<file path="src/rtl/audio_out_pkg.sv">
// audio_out_pkg: shared counter widths and slot pad/truncate helper for audio_out
package audio_out_pkg;

    // Width of a counter that must hold 0..n-1 (never below one bit).
    function automatic int cnt_w(input int n);
        return (n < 2) ? 1 : $clog2(n);
    endfunction

    // Right-aligned sample of in_bits placed into a right-aligned slot of slot_bits:
    // LSBs zero-padded when the slot is wider, LSBs dropped when it is narrower.
    function automatic logic [63:0] slot_fit(input logic [63:0] sample, input int in_bits, input int slot_bits);
        return (slot_bits >= in_bits) ? sample << (slot_bits - in_bits) : sample >> (in_bits - slot_bits);
    endfunction

endpackage

</file>
<file path="src/rtl/sigma_delta_dac.sv">
// sigma_delta_dac: first-order sigma-delta modulator for one audio channel
//   clk_sys  system clock
//   reset    asynchronous, active-high
//   din      PCM sample (two's complement when SIGNED, else offset binary)
//   dout     1-bit density output (carry of the accumulator)
module sigma_delta_dac #(
    parameter int IN_BITS = 16,
    parameter bit SIGNED  = 1
) (
    input  logic               clk_sys,
    input  logic               reset,
    input  logic [IN_BITS-1:0] din,
    output logic               dout
);

    logic [IN_BITS:0]   acc;
    logic [IN_BITS-1:0] u;

    // Flipping the MSB maps two's complement onto offset binary.
    assign u    = din ^ (IN_BITS'(SIGNED) << (IN_BITS - 1));
    assign dout = acc[IN_BITS];

    always_ff @(posedge clk_sys or posedge reset)
        if (reset)
            acc <= '0;
        else
            acc <= {1'b0, acc[IN_BITS-1:0]} + {1'b0, u};

endmodule

</file>
<file path="src/rtl/audio_out.sv">
// audio_out: stereo sample handshake, Philips I2S serialiser and sigma-delta DAC pins
//   clk_sys, reset          sole clock, asynchronous active-high reset
//   sample_l/r, sample_valid, sample_ready   one-entry holding register handshake
//   i2s_bck, i2s_lrck, i2s_data              I2S bit clock, word select (0 = left), data MSB first
//   dac_l, dac_r            sigma-delta outputs driven from the current frame
//   underrun                one-cycle pulse when a frame starts with the holding register empty
module audio_out
    import audio_out_pkg::*;
#(
    parameter int IN_BITS   = 16,
    parameter int SLOT_BITS = 16,
    parameter int BCK_DIV   = 8,
    parameter bit SIGNED    = 1
) (
    input  logic               clk_sys,
    input  logic               reset,
    input  logic [IN_BITS-1:0] sample_l,
    input  logic [IN_BITS-1:0] sample_r,
    input  logic               sample_valid,
    output logic               sample_ready,
    output logic               i2s_bck,
    output logic               i2s_lrck,
    output logic               i2s_data,
    output logic               dac_l,
    output logic               dac_r,
    output logic               underrun
);

    localparam int DW = cnt_w(BCK_DIV);
    localparam int FW = 2 * SLOT_BITS;
    localparam int BW = cnt_w(FW);

    logic [DW-1:0]      div;
    logic [BW-1:0]      bitcnt, nxt_cnt, idx;
    logic [IN_BITS-1:0] hold_l, hold_r, frame_l, frame_r;
    logic [FW-1:0]      stream;
    logic               full, bck_tc, fall, wrap, take;

    assign sample_ready = !full;

    always_comb begin
        bck_tc  = div == DW'(BCK_DIV - 1);
        fall    = bck_tc && i2s_bck;
        wrap    = fall && bitcnt == BW'(FW - 1);
        take    = sample_valid && !full;
        nxt_cnt = wrap ? '0 : bitcnt + BW'(1);
        stream  = {SLOT_BITS'(slot_fit(64'(frame_l), IN_BITS, SLOT_BITS)),
                   SLOT_BITS'(slot_fit(64'(frame_r), IN_BITS, SLOT_BITS))};
        // Data lags word select by one BCK: count n shows stream bit 2*SLOT_BITS-n,
        // and n=0 still shows the outgoing frame's right LSB (frame_r loads on this same edge).
        idx     = (nxt_cnt == '0) ? '0 : BW'(FW - 1) - nxt_cnt + BW'(1);
    end

    always_ff @(posedge clk_sys or posedge reset)
        if (reset) begin
            div      <= '0;
            i2s_bck  <= 1'b0;
            bitcnt   <= '0;
            i2s_lrck <= 1'b0;
            i2s_data <= 1'b0;
            underrun <= 1'b0;
            full     <= 1'b0;
            hold_l   <= '0;
            hold_r   <= '0;
            frame_l  <= '0;
            frame_r  <= '0;
        end else begin
            div      <= bck_tc ? '0 : div + DW'(1);
            i2s_bck  <= bck_tc ? ~i2s_bck : i2s_bck;
            underrun <= wrap && !full;
            full     <= take || (full && !wrap);
            if (fall) begin
                bitcnt   <= nxt_cnt;
                i2s_lrck <= nxt_cnt >= BW'(SLOT_BITS);
                i2s_data <= stream[idx];
            end
            if (wrap && full) begin
                frame_l <= hold_l;
                frame_r <= hold_r;
            end
            if (take) begin
                hold_l <= sample_l;
                hold_r <= sample_r;
            end
        end

    sigma_delta_dac #(.IN_BITS(IN_BITS), .SIGNED(SIGNED)) u_dac_l (
        .clk_sys (clk_sys),
        .reset   (reset),
        .din     (frame_l),
        .dout    (dac_l)
    );

    sigma_delta_dac #(.IN_BITS(IN_BITS), .SIGNED(SIGNED)) u_dac_r (
        .clk_sys (clk_sys),
        .reset   (reset),
        .din     (frame_r),
        .dout    (dac_r)
    );

endmodule

</file>
<file path="config.mk">
export PLATFORM = sky130hd
export DESIGN_NAME = audio_out
export DESIGN_NICKNAME = d
export VERILOG_FILES = /design/src/rtl/audio_out_pkg.sv /design/src/rtl/sigma_delta_dac.sv /design/src/rtl/audio_out.sv
export SDC_FILE = /design/constraint.sdc
export NUM_CORES = 1
export LEC_CHECK = 0
export BUFFER_PORTS_ARGS = -buffer_cell sky130_fd_sc_hd__buf_2
export CORE_ASPECT_RATIO = 0.5
export CORE_UTILIZATION = 50
export DETAILED_ROUTE_END_ITERATION = 16
export GPL_TIMING_DRIVEN = 0
export HOLD_SLACK_MARGIN = 0.02
export PLACE_DENSITY = 0.71
export SLEW_MARGIN = 20
export SYNTH_ARGS = -nofsm -noshare
export SYNTH_HDL_FRONTEND = slang
export SYNTH_SLANG_ARGS = --single-unit
</file>
<file path="constraint.sdc">
create_clock -name clk_sys -period 3.65 [get_ports clk_sys]
set_clock_uncertainty 0.2 [all_clocks]
set_input_delay 0.5475 -clock clk_sys [delete_from_list [all_inputs] [get_ports clk_sys]]
set_output_delay 0.5475 -clock clk_sys [all_outputs]
set_load 0.1 [all_outputs]
</file>
==> results.sh, run 1 <==
export IMPL_grt_first_pass_wirelength_mm=16.2
export IMPL_fin_util_pct=59.5
export IMPL_antenna_cells=0
export IMPL_maxCapViolCount=0
export IMPL_vdd_drop_max_v=0.000190
export IMPL_cts_clk_slew_worst_paths_ps=80
export IMPL_synth_edf_count=0
export IMPL_yosys_warnings=0
export IMPL_synth_seq_cells=110
export IMPL_synth_nets=499
export IMPL_h_tree_depth=3
export IMPL_io_buffer_count=41
export IMPL_cts_buffers_inserted=9
export IMPL_antenna_found_initial=0
export IMPL_cts_root_buf="clkbuf_16"
export IMPL_slew_viol_final=0
export IMPL_layout_cells_non_filler=624
export IMPL_dr_pass1_iters=4
export IMPL_wire_per_inst_um=15.4
export IMPL_place_congestion=0.813
export IMPL_yosys_area_top_type="dfrtp_1"
export IMPL_yosysSeqAreaShare_pct=50.2
export IMPL_cp_start_kind="register"
export IMPL_fp_row_count=26
export IMPL_r2r_start="bitcnt[0]"
export IMPL_overflow=0
export IMPL_syn_to_final_growth_pct=13.3
export IMPL_synth_area_top_cells="dfrtp_1, mux2_2, ha_1"
export IMPL_r2r_slack_ps=180
export IMPL_p_leak_nw=3.27
export IMPL_async_flop_share_pct=100
export IMPL_r2r_cells=13
export IMPL_synth_most_common_cell="dfrtp_1"
export IMPL_crit_end="i2s_data"
export IMPL_grt_max_degree=60
export IMPL_setup_viol=0
export IMPL_power_mw=2.34
export IMPL_syn_inst=425
export IMPL_drc=0
export IMPL_rsz0062_at_grt="no"
export IMPL_finalCriticalPeriod_ps=3470
export IMPL_cp_required_ps=3700
export IMPL_vias=3426
export IMPL_clk_path_buf_depth=2
export IMPL_netlist_top_cells_count="dfrtp_1, mux2_2, ha_1"
export IMPL_outcome="finished clean"
export IMPL_critical_path_max_fanout=7
export IMPL_avgSynthCellArea_um2=12.9
export IMPL_detailed_place_area_mm2=0.00590
export IMPL_grt_pass1_vias=3379
export IMPL_drive_above_1_share_pct=27.7
export IMPL_clk_latency_ps=350
export IMPL_hold_buffers=0
export IMPL_max_slew_margin_pct=49.6
export IMPL_die_y_um=76.1
export IMPL_final_antenna_net_count=0
export IMPL_crit_path_start="bitcnt[0]"
export IMPL_fin_area_mm2=0.00621
export IMPL_core_area_mm2=0.0104
export IMPL_max_freq_mhz=288
export IMPL_path_class="register to register"
export IMPL_min_period_over_period_pct=95.2
export IMPL_dp_hpwl_mm=6.76
export IMPL_layout_nets=553
export IMPL_grt_total_usage_pct=18.3
export IMPL_worstPathArrival_ps=3530
export IMPL_netlist_area_mm2=0.00549
export IMPL_hold_viol_final=0
export IMPL_cp_end_kind="register"
export IMPL_die_w_um=150
export IMPL_rr_endpoint="i2s_data"
export IMPL_p_per_area_mw_per_mm2=377
export IMPL_tightest_slew_ps=757
export IMPL_post_drt_via_cell_ratio=5.49
export IMPL_cts_sinks=110
export IMPL_start_util_pct=52.5
export IMPL_min_path_type="input pin to asynchronous set/reset pin"
export IMPL_ys_types=47
export IMPL_wl_mm=9.63
export IMPL_synth_top_area_share_pct=50.2
export IMPL_synthFlopType="dfrtp_1"
export IMPL_drtIter0Drc=115
export IMPL_placed_cells=607
export IMPL_ios=42
export IMPL_dieArea_mm2=0.0114
export IMPL_cts_tree="built"
[registers in the layout (all words and copies together) (netlist names)]
register     count
bitcnt           4
u_dac_l.acc     17
frame_l         16
frame_r         16
i2s_lrck         1
hold_l          16
u_dac_r.acc     17
i2s_data         1
i2s_bck          1
underrun         1
div              3
full             1
hold_r          16
[report_power, final]
part	total, mW	leakage [nW]	switching, mW	internal (mW)
Combinational	0.0862	1.68	0.0384	0.0479
Sequential	1.28	1.45	0.0215	1.26
Clock	0.971	0.147	0.485	0.486
[cell usage in the layout, fill, tap and decap left out, types with 9 or more instances in the layout]
cell type  count
nor3_1         9
xor2_1        10
mux2_2        62
a21oi_1       18
clkbuf_16      9
nand2_1       15
a21o_1        24
dfrtp_1      109
ha_1          36
nor2_1        12
xnor2_1       19
buf_2         41
inv_1          9
[critical path, stage by stage (launching register included)]
cell	delay (ps)
dfrtp_2	480
ha_1	290
and3_1	200
ha_1	220
and3_1	190
buf_6	140
a21oi_1	110
nor2_1	60
ha_2	220
a211oi_4	270
mux4_2	580
o21ai_2	70
o311ai_1	120
o221ai_1	230
[stage by stage]
step / hold WS [ps] / worst slack, ps / setup TNS [ps]
final: 32.2 / 175 / 0
after global routing: 74.7 / 3.71 / 0
after CTS: 44.8 / 21.2 / 0
after detailed placement: 227 / -77.7 / -77.7
after global placement: 219 / -1330 / -146390
after floorplan: 203 / 0.199 / 0
[per-layer routing]
layer  routed length, um  track usage (%)
met2                4390             28.3
met1                4850             25.3
met5                   0                0
met4                 140             5.76
met3                 253             4.55
[timing repair]
| item | CTS | global route |
|---|---|---|
| gates cloned | 0 | 0 |
| resized for setup | 3 | 1 |
| endpoints found under the setup margin | 1 | 1 |
| pin swaps | 1 | 1 |
| setup buffers | 1 | 0 |
[cells by family (layout without fill, tap and decap cells)]
logic type / count (synthesis) / after routing / share of synthesized area (%)
AO/OA/AOI/OAI: 80 / 80 / 10.2
adder cells (fa/ha/maj): 39 / 39 / 9.17
buffers and inverters: 23 / 82 / 2.01
XOR/XNOR: 29 / 29 / 4.63
AND/OR/NAND/NOR: 64 / 64 / 6.14
multiplexers: 80 / 80 / 17.7
flip-flops: 110 / 110 / 50.2
[worst min path at each step]
stage,startpoint,to,slack (ps),depth (start not counted)
4_1_cts,reset,hold_l[12],40,2
3_3_place_gp,div[0],div[0],220,1
2_1_floorplan,div[0],div[0],200,1
6_report,reset,hold_l[12],30,2
3_5_place_dp,div[0],div[0],230,1
5_1_grt,reset,underrun,70,2
[area by class of cell]
| cell class | count | area, um2 |
|---|---|---|
| buffer | 13 | 72.6 |
| clock buffer | 9 | 225 |
| clock inverter | 7 | 73.8 |
| fill | 866 | 4230 |
| inverter | 10 | 42.5 |
| multi-input combinational | 292 | 2630 |
| sequential | 110 | 2750 |
| tap | 140 | 175 |
| timing repair buffer | 43 | 240 |
No activity file was read; power rests on OpenSTA's default activity.
==> run 2: changes to the inputs <==
Settings changed: ABC_AREA from default to 1.
==> run 2 against run 1 <==
Effect of this change:
- setup slack better by 460 ps
- fmax is 15% higher
- sequential power is 5% lower
- global-route usage increased by 3.9 points
- final cell count rose by 25%
- register-to-register slack better by 460 ps
- clock power fell by 7.2%
- die area rose by 1.4%
- critical endpoint unchanged
- highest routed layer unchanged
==> results.sh, run 2 <==
export IMPL_mostFrequentLayoutCell="nand2_1"
export IMPL_hold_path_end="hold_r[6]"
export IMPL_netlist_area_mm2=0.00556
export IMPL_die_w_um=151
export IMPL_io_buffer_count=41
export IMPL_yosysSeqAreaShare_pct=49.5
export IMPL_outcome="finished clean"
export IMPL_path_class="register to register"
export IMPL_core_area_mm2=0.0105
export IMPL_synth_top_area_share_pct=49.5
export IMPL_clk_latency_ps=340
export IMPL_yosys_mux_area_fraction_pct=6.48
export IMPL_synth_area_top_cells="dfrtp_1, nand2_1, ha_1"
export IMPL_wl_mm=11.3
export IMPL_synth_nets=659
export IMPL_nFillCells=903
export IMPL_grt_first_pass_wirelength_mm=19.7
export IMPL_r2r_slack_ps=630
export IMPL_ys_types=28
export IMPL_cts_clk_slew_worst_paths_ps=70
export IMPL_overflow=0
export IMPL_layout_cells_non_filler=782
export IMPL_vias=4049
export IMPL_critical_path_max_fanout=10
export IMPL_cp_end_kind="register"
export IMPL_async_flop_share_pct=100
export IMPL_antenna_found_initial=0
export IMPL_final_antenna_net_count=0
export IMPL_ios=42
export IMPL_maxCapViolCount=0
export IMPL_min_period_over_period_pct=82.7
export IMPL_yosys_warnings=0
export IMPL_worstPathArrival_ps=3050
export IMPL_vdd_drop_max_v=0.000209
export IMPL_hold_viol_final=0
export IMPL_p_per_area_mw_per_mm2=346
export IMPL_finalCriticalPeriod_ps=3020
export IMPL_tightest_slew_ps=516
export IMPL_synth_xor_area_share_pct=4.41
export IMPL_cts_buffers_inserted=9
export IMPL_dieArea_mm2=0.0116
export IMPL_max_slew_margin_pct=65.6
export IMPL_layout_common_cells="nand2_1, dfrtp_1, inv_1"
export IMPL_netlist_top_cells_count="nand2_1, dfrtp_1, inv_1"
export IMPL_synth_top_family_by_area="simple AND/OR/NAND/NOR gates"
export IMPL_cts_sinks=110
export IMPL_synth_most_common_cell="nand2_1"
export IMPL_max_freq_mhz=331
export IMPL_cts_tree="built"
export IMPL_r2r_start="bitcnt[0]"
export IMPL_synthFlopType="dfrtp_1"
export IMPL_cp_cell_sequence="ha_1, nand2_1, nor2_1, ha_1, nand3_2, buf_6, nand3_1, nand3_1, inv_1, ha_1, inv_1, nand3_2, inv_1, nand3_1, nand3_1, nand3_1, nand3_1, nand2_1"
export IMPL_post_cts_buffers=0
export IMPL_start_util_pct=52.9
export IMPL_p_leak_nw=3.49
export IMPL_max_stage_delay_ps=430
export IMPL_rr_endpoint="i2s_data"
export IMPL_die_y_um=76.6
export IMPL_biggestRegsByFlops="u_dac_l.acc: 17 flops, u_dac_r.acc: 17 flops"
export IMPL_h_tree_depth=3
export IMPL_wire_per_inst_um=14.4
export IMPL_synth_edf_count=0
export IMPL_dr_pass1_iters=4
export IMPL_worstHoldStart="sample_r[6]"
export IMPL_slew_viol_final=0
export IMPL_syn_to_final_growth_pct=12.3
export IMPL_fin_util_pct=59.5
export IMPL_r2r_cells=18
export IMPL_hold_buffers=1
export IMPL_place_congestion=0.831
export IMPL_rsz0062_at_grt="no"
export IMPL_crit_slowest_cell="dfrtp_1"
export IMPL_post_drt_via_cell_ratio=5.18
export IMPL_dp_hpwl_mm=8.33
export IMPL_clk_path_buf_depth=2
export IMPL_placed_cells=767
export IMPL_syn_inst=585
export IMPL_drc=0
export IMPL_synth_seq_cells=110
export IMPL_postCtsResizedCells=0
export IMPL_fp_row_count=26
export IMPL_hold_depth=2
export IMPL_drtIter0Drc=244
export IMPL_grt_total_usage_pct=22.2
export IMPL_synth_compound_area_share_pct=7.78
export IMPL_synthSimpleGateAreaFrac_pct=17.9
export IMPL_synthAdderAreaFrac_pct=9.04
export IMPL_layout_nets=713
export IMPL_drive_above_1_share_pct=17.1
export IMPL_avgSynthCellArea_um2=9.51
export IMPL_min_path_type="input pin to register"
export IMPL_cp_required_ps=3680
export IMPL_cts_root_buf="clkbuf_16"
export IMPL_antenna_cells=0
export IMPL_crit_top_cell="nand3_1"
export IMPL_grt_pass1_vias=4140
export IMPL_yosys_area_top_type="dfrtp_1"
export IMPL_setup_viol=0
export IMPL_grt_max_degree=82
export IMPL_cp_start_kind="register"
run 2: cell types whose count changed in the layout (fill, tap and decap cells not counted), sizes merged, moves of 8 or more:
cell | previous run | this run
nor2 | 13 | 32
nand3 | 5 | 40
xor2 | 10 | 20
nand2 | 15 | 152
o21ai | 12 | 44
xnor2 | 19 | 8
inv | 14 | 53
nor3 | 9 | 0
mux2i | 8 | 0
mux2 | 66 | 32
a21oi | 18 | 26
a21o | 24 | 4
run 2: cell type report:
type / count / area, um2 / area share, %
clock inverters: 3 / 21.3 / 0.340
clock buffers: 11 / 243 / 3.88
flip-flops and latches: 110 / 2750 / 44.0
inverters: 52 / 200 / 3.20
multi-input cells: 410 / 2540 / 40.6
repair buffers: 43 / 243 / 3.88
well taps: 140 / 175 / 2.80
plain buffers: 13 / 78.8 / 1.26
run 2: worst max-delay path: cells and delay by family (launching register included):
family	cells	cell delay [ps]
simple gates	11	1170
fa+ha+maj	3	630
buf+inv	4	490
flops	1	430
run 2: cell families after synthesis:
| kind of cell | after synthesis |
|---|---|
| multiplexers | 32 |
| AO/OA/AOI/OAI | 80 |
| flip-flops | 110 |
| AND/OR/NAND/NOR | 231 |
| buffers and inverters | 65 |
| adder cells (fa/ha/maj) | 39 |
| XOR/XNOR | 28 |
run 2: power by group:
part           switching [mW]  total (mW)  internal (mW)
Sequential                  0        1.22           1.22
Combinational          0.0283      0.0452         0.0169
Clock                   0.425       0.901          0.476
run 2: worst max path at each step:
stage	start	to	slack [ps]	cells after the start
global route	bitcnt[0]	i2s_data	430	18
CTS	bitcnt[0]	i2s_data	640	18
floorplan	reset	bitcnt[0]	0.2	1
finish	bitcnt[0]	i2s_data	630	18
global placement	reset	u_dac_l.acc[11]	-1280	2
detailed placement	bitcnt[0]	i2s_data	650	18
run 2: metrics by stage:
step	area, um2	total power, mW	setup TNS [ps]	setup WS [ps]	hold WS [ps]
floorplan	5560	1.26	0	0.199	203
global placement	5940	1.28	-140410	-1280	215
detailed placement	5980	1.29	0	654	227
CTS	6250	2.18	0	638	221
global route	6250	2.24	0	432	222
finish	6250	2.16	0	632	228
run 2: layer usage:
layer	part of all wire [%]	track usage (%)	up-vias
li1	-	-	2027
met1	48	30.8	1947
met2	47	35.0	64
met3	4.5	4.73	11
met4	1.3	6.50	0
met5	0	0	-
==> run 3: changes to the inputs <==
Settings changed: PLACE_DENSITY 0.71 to 0.68.
Clock period 3.65 ns to 3.1 ns, I/O delays scaled along.
==> run 3 against run 2 <==
Effect of this change:
- critical path depth stayed put
- setup slack worse by 470 ps
- utilization is 0.67 points higher
- combinational power is 28% higher
- final cell count is 0.38% higher
- non-clock buffer count is 2 higher
- sequential power is 17% higher
- register-to-register slack worse by 470 ps
- final area is 1.1% higher
- largest power group unchanged
- highest routed layer unchanged
==> results.sh, run 3 (same netlist as run 2, synthesis figures left out) <==
export IMPL_outcome="finished clean"
export IMPL_vias=4056
export IMPL_grt_total_usage_pct=21.3
export IMPL_min_path_type="input pin to register"
export IMPL_cts_buffers_inserted=9
export IMPL_multi_input_area_mm2=0.00254
export IMPL_final_antenna_net_count=0
export IMPL_maxCapViolCount=0
export IMPL_cts_clk_slew_worst_paths_ps=70
export IMPL_nFillCells=902
export IMPL_detailed_place_area_mm2=0.00601
export IMPL_p_per_area_mw_per_mm2=425
export IMPL_max_freq_mhz=341
export IMPL_biggestRegsByFlops="u_dac_l.acc: 17 flops, u_dac_r.acc: 17 flops"
export IMPL_cts_sinks=110
export IMPL_ios=42
export IMPL_placed_cells=769
export IMPL_h_tree_depth=3
export IMPL_tightest_slew_ps=534
export IMPL_finalCriticalPeriod_ps=2930
export IMPL_dp_hpwl_mm=8.40
export IMPL_dieArea_mm2=0.0116
export IMPL_cts_root_buf="clkbuf_16"
export IMPL_grt_max_degree=34
export IMPL_clk_path_buf_depth=2
export IMPL_syn_to_final_growth_pct=13.6
export IMPL_worstPathArrival_ps=2980
export IMPL_setup_viol=0
export IMPL_mostFrequentLayoutCell="nand2_1"
export IMPL_power_mw=2.68
export IMPL_overflow=0
export IMPL_wire_per_inst_um=14.3
export IMPL_clk_latency_ps=350
export IMPL_tns_ps=0
export IMPL_vdd_drop_max_v=0.000211
export IMPL_place_congestion=0.878
export IMPL_cp_start_kind="register"
export IMPL_start_util_pct=52.9
export IMPL_grt_first_pass_wirelength_mm=18.6
export IMPL_die_w_um=151
export IMPL_fp_row_count=26
export IMPL_max_slew_margin_pct=64.4
export IMPL_cp_required_ps=3150
export IMPL_layout_setup_ws_ps=165
export IMPL_fin_area_mm2=0.00632
export IMPL_core_area_mm2=0.0105
export IMPL_wl_mm=11.2
export IMPL_layout_common_cells="nand2_1, dfrtp_1, inv_1"
export IMPL_cts_tree="built"
export IMPL_drtIter0Drc=246
export IMPL_seq_area_mm2=0.00275
export IMPL_hold_viol_final=0
export IMPL_layout_nets=715
export IMPL_p_leak_nw=3.51
export IMPL_drive_above_1_share_pct=17.8
export IMPL_dr_pass1_iters=4
export IMPL_path_class="register to register"
export IMPL_post_drt_via_cell_ratio=5.17
export IMPL_grt_pass1_vias=3931
export IMPL_layout_cells_non_filler=785
export IMPL_slew_viol_final=0
export IMPL_rsz0062_at_grt="no"
export IMPL_antenna_found_initial=0
export IMPL_io_buffer_count=41
export IMPL_critical_path_max_fanout=10
export IMPL_min_period_over_period_pct=94.7
export IMPL_cp_end_kind="register"
export IMPL_pre_cts_slack_ps=189
export IMPL_antenna_cells=0
export IMPL_die_y_um=76.6
export IMPL_drc=0
## run 3: area by class of cell
class | instances | share of cell area, %
Sequential cell | 110 | 43.6
Multi-Input combinational cell | 410 | 40.1
Timing Repair Buffer | 45 | 4.36
Clock buffer | 10 | 3.78
Inverter | 52 | 3.15
Tap cell | 140 | 2.77
Buffer | 13 | 1.25
Clock inverter | 5 | 1.01
## run 3: final timing paths
kind | start | cells past startpoint | end | slack [ps]
min in group asynchronous | reset | 3 | hold_r[4] | 470
min | sample_r[10] | 2 | hold_r[10] | 130
max in group asynchronous | reset | 5 | u_dac_l.acc[7] | 1490
max | bitcnt[0] | 18 | i2s_data | 170
max reg2reg | bitcnt[0] | 18 | i2s_data | 170
min reg2reg | div[0] | 1 | div[0] | 230
## run 3: layer usage
layer,vias to the layer above,wire length (um),share of wire (%),GRT usage [%]
met5,-,0,0,0
met4,0,154,1.4,5.80
met3,15,357,3.2,5.15
met2,47,5110,46,33.2
met1,1969,5600,50,29.6
li1,2025,-,-,-
## run 3: power breakdown
group	switching [mW]	total, mW	internal (mW)
registers	0	1.43	1.43
logic	0.0339	0.0577	0.0238
clock network	0.540	1.19	0.654
total	0.574	2.68	2.11
## run 3: critical path, stage by stage, from the launching register on
cell     delay (ps)
dfrtp_1         440
ha_1            280
nand2_1         150
nor2_1           60
ha_1            180
nand3_2         100
buf_6           160
nand3_1         150
nand3_1         100
inv_1            50
ha_1            180
inv_1            80
nand3_2         150
inv_2           120
nand3_1          80
nand3_1          70
nand3_1         120
nand3_1          90
nand2_1          50
## run 3: metrics by stage
stage                     hold WS (ps)  utilization (%)
final                              134             60.1
after global routing               128             60.1
after CTS                          128             60.1
after detailed placement           221             57.2
after global placement             210             56.6
after floorplan                    203                -
## run 3: repair_timing
item | CTS | global route
hold buffers | 1 | 0
setup buffers | 0 | 0
endpoints found under the hold margin | 20 | 0
gates resized for setup | 0 | 1
endpoints found under the setup margin | 0 | 1
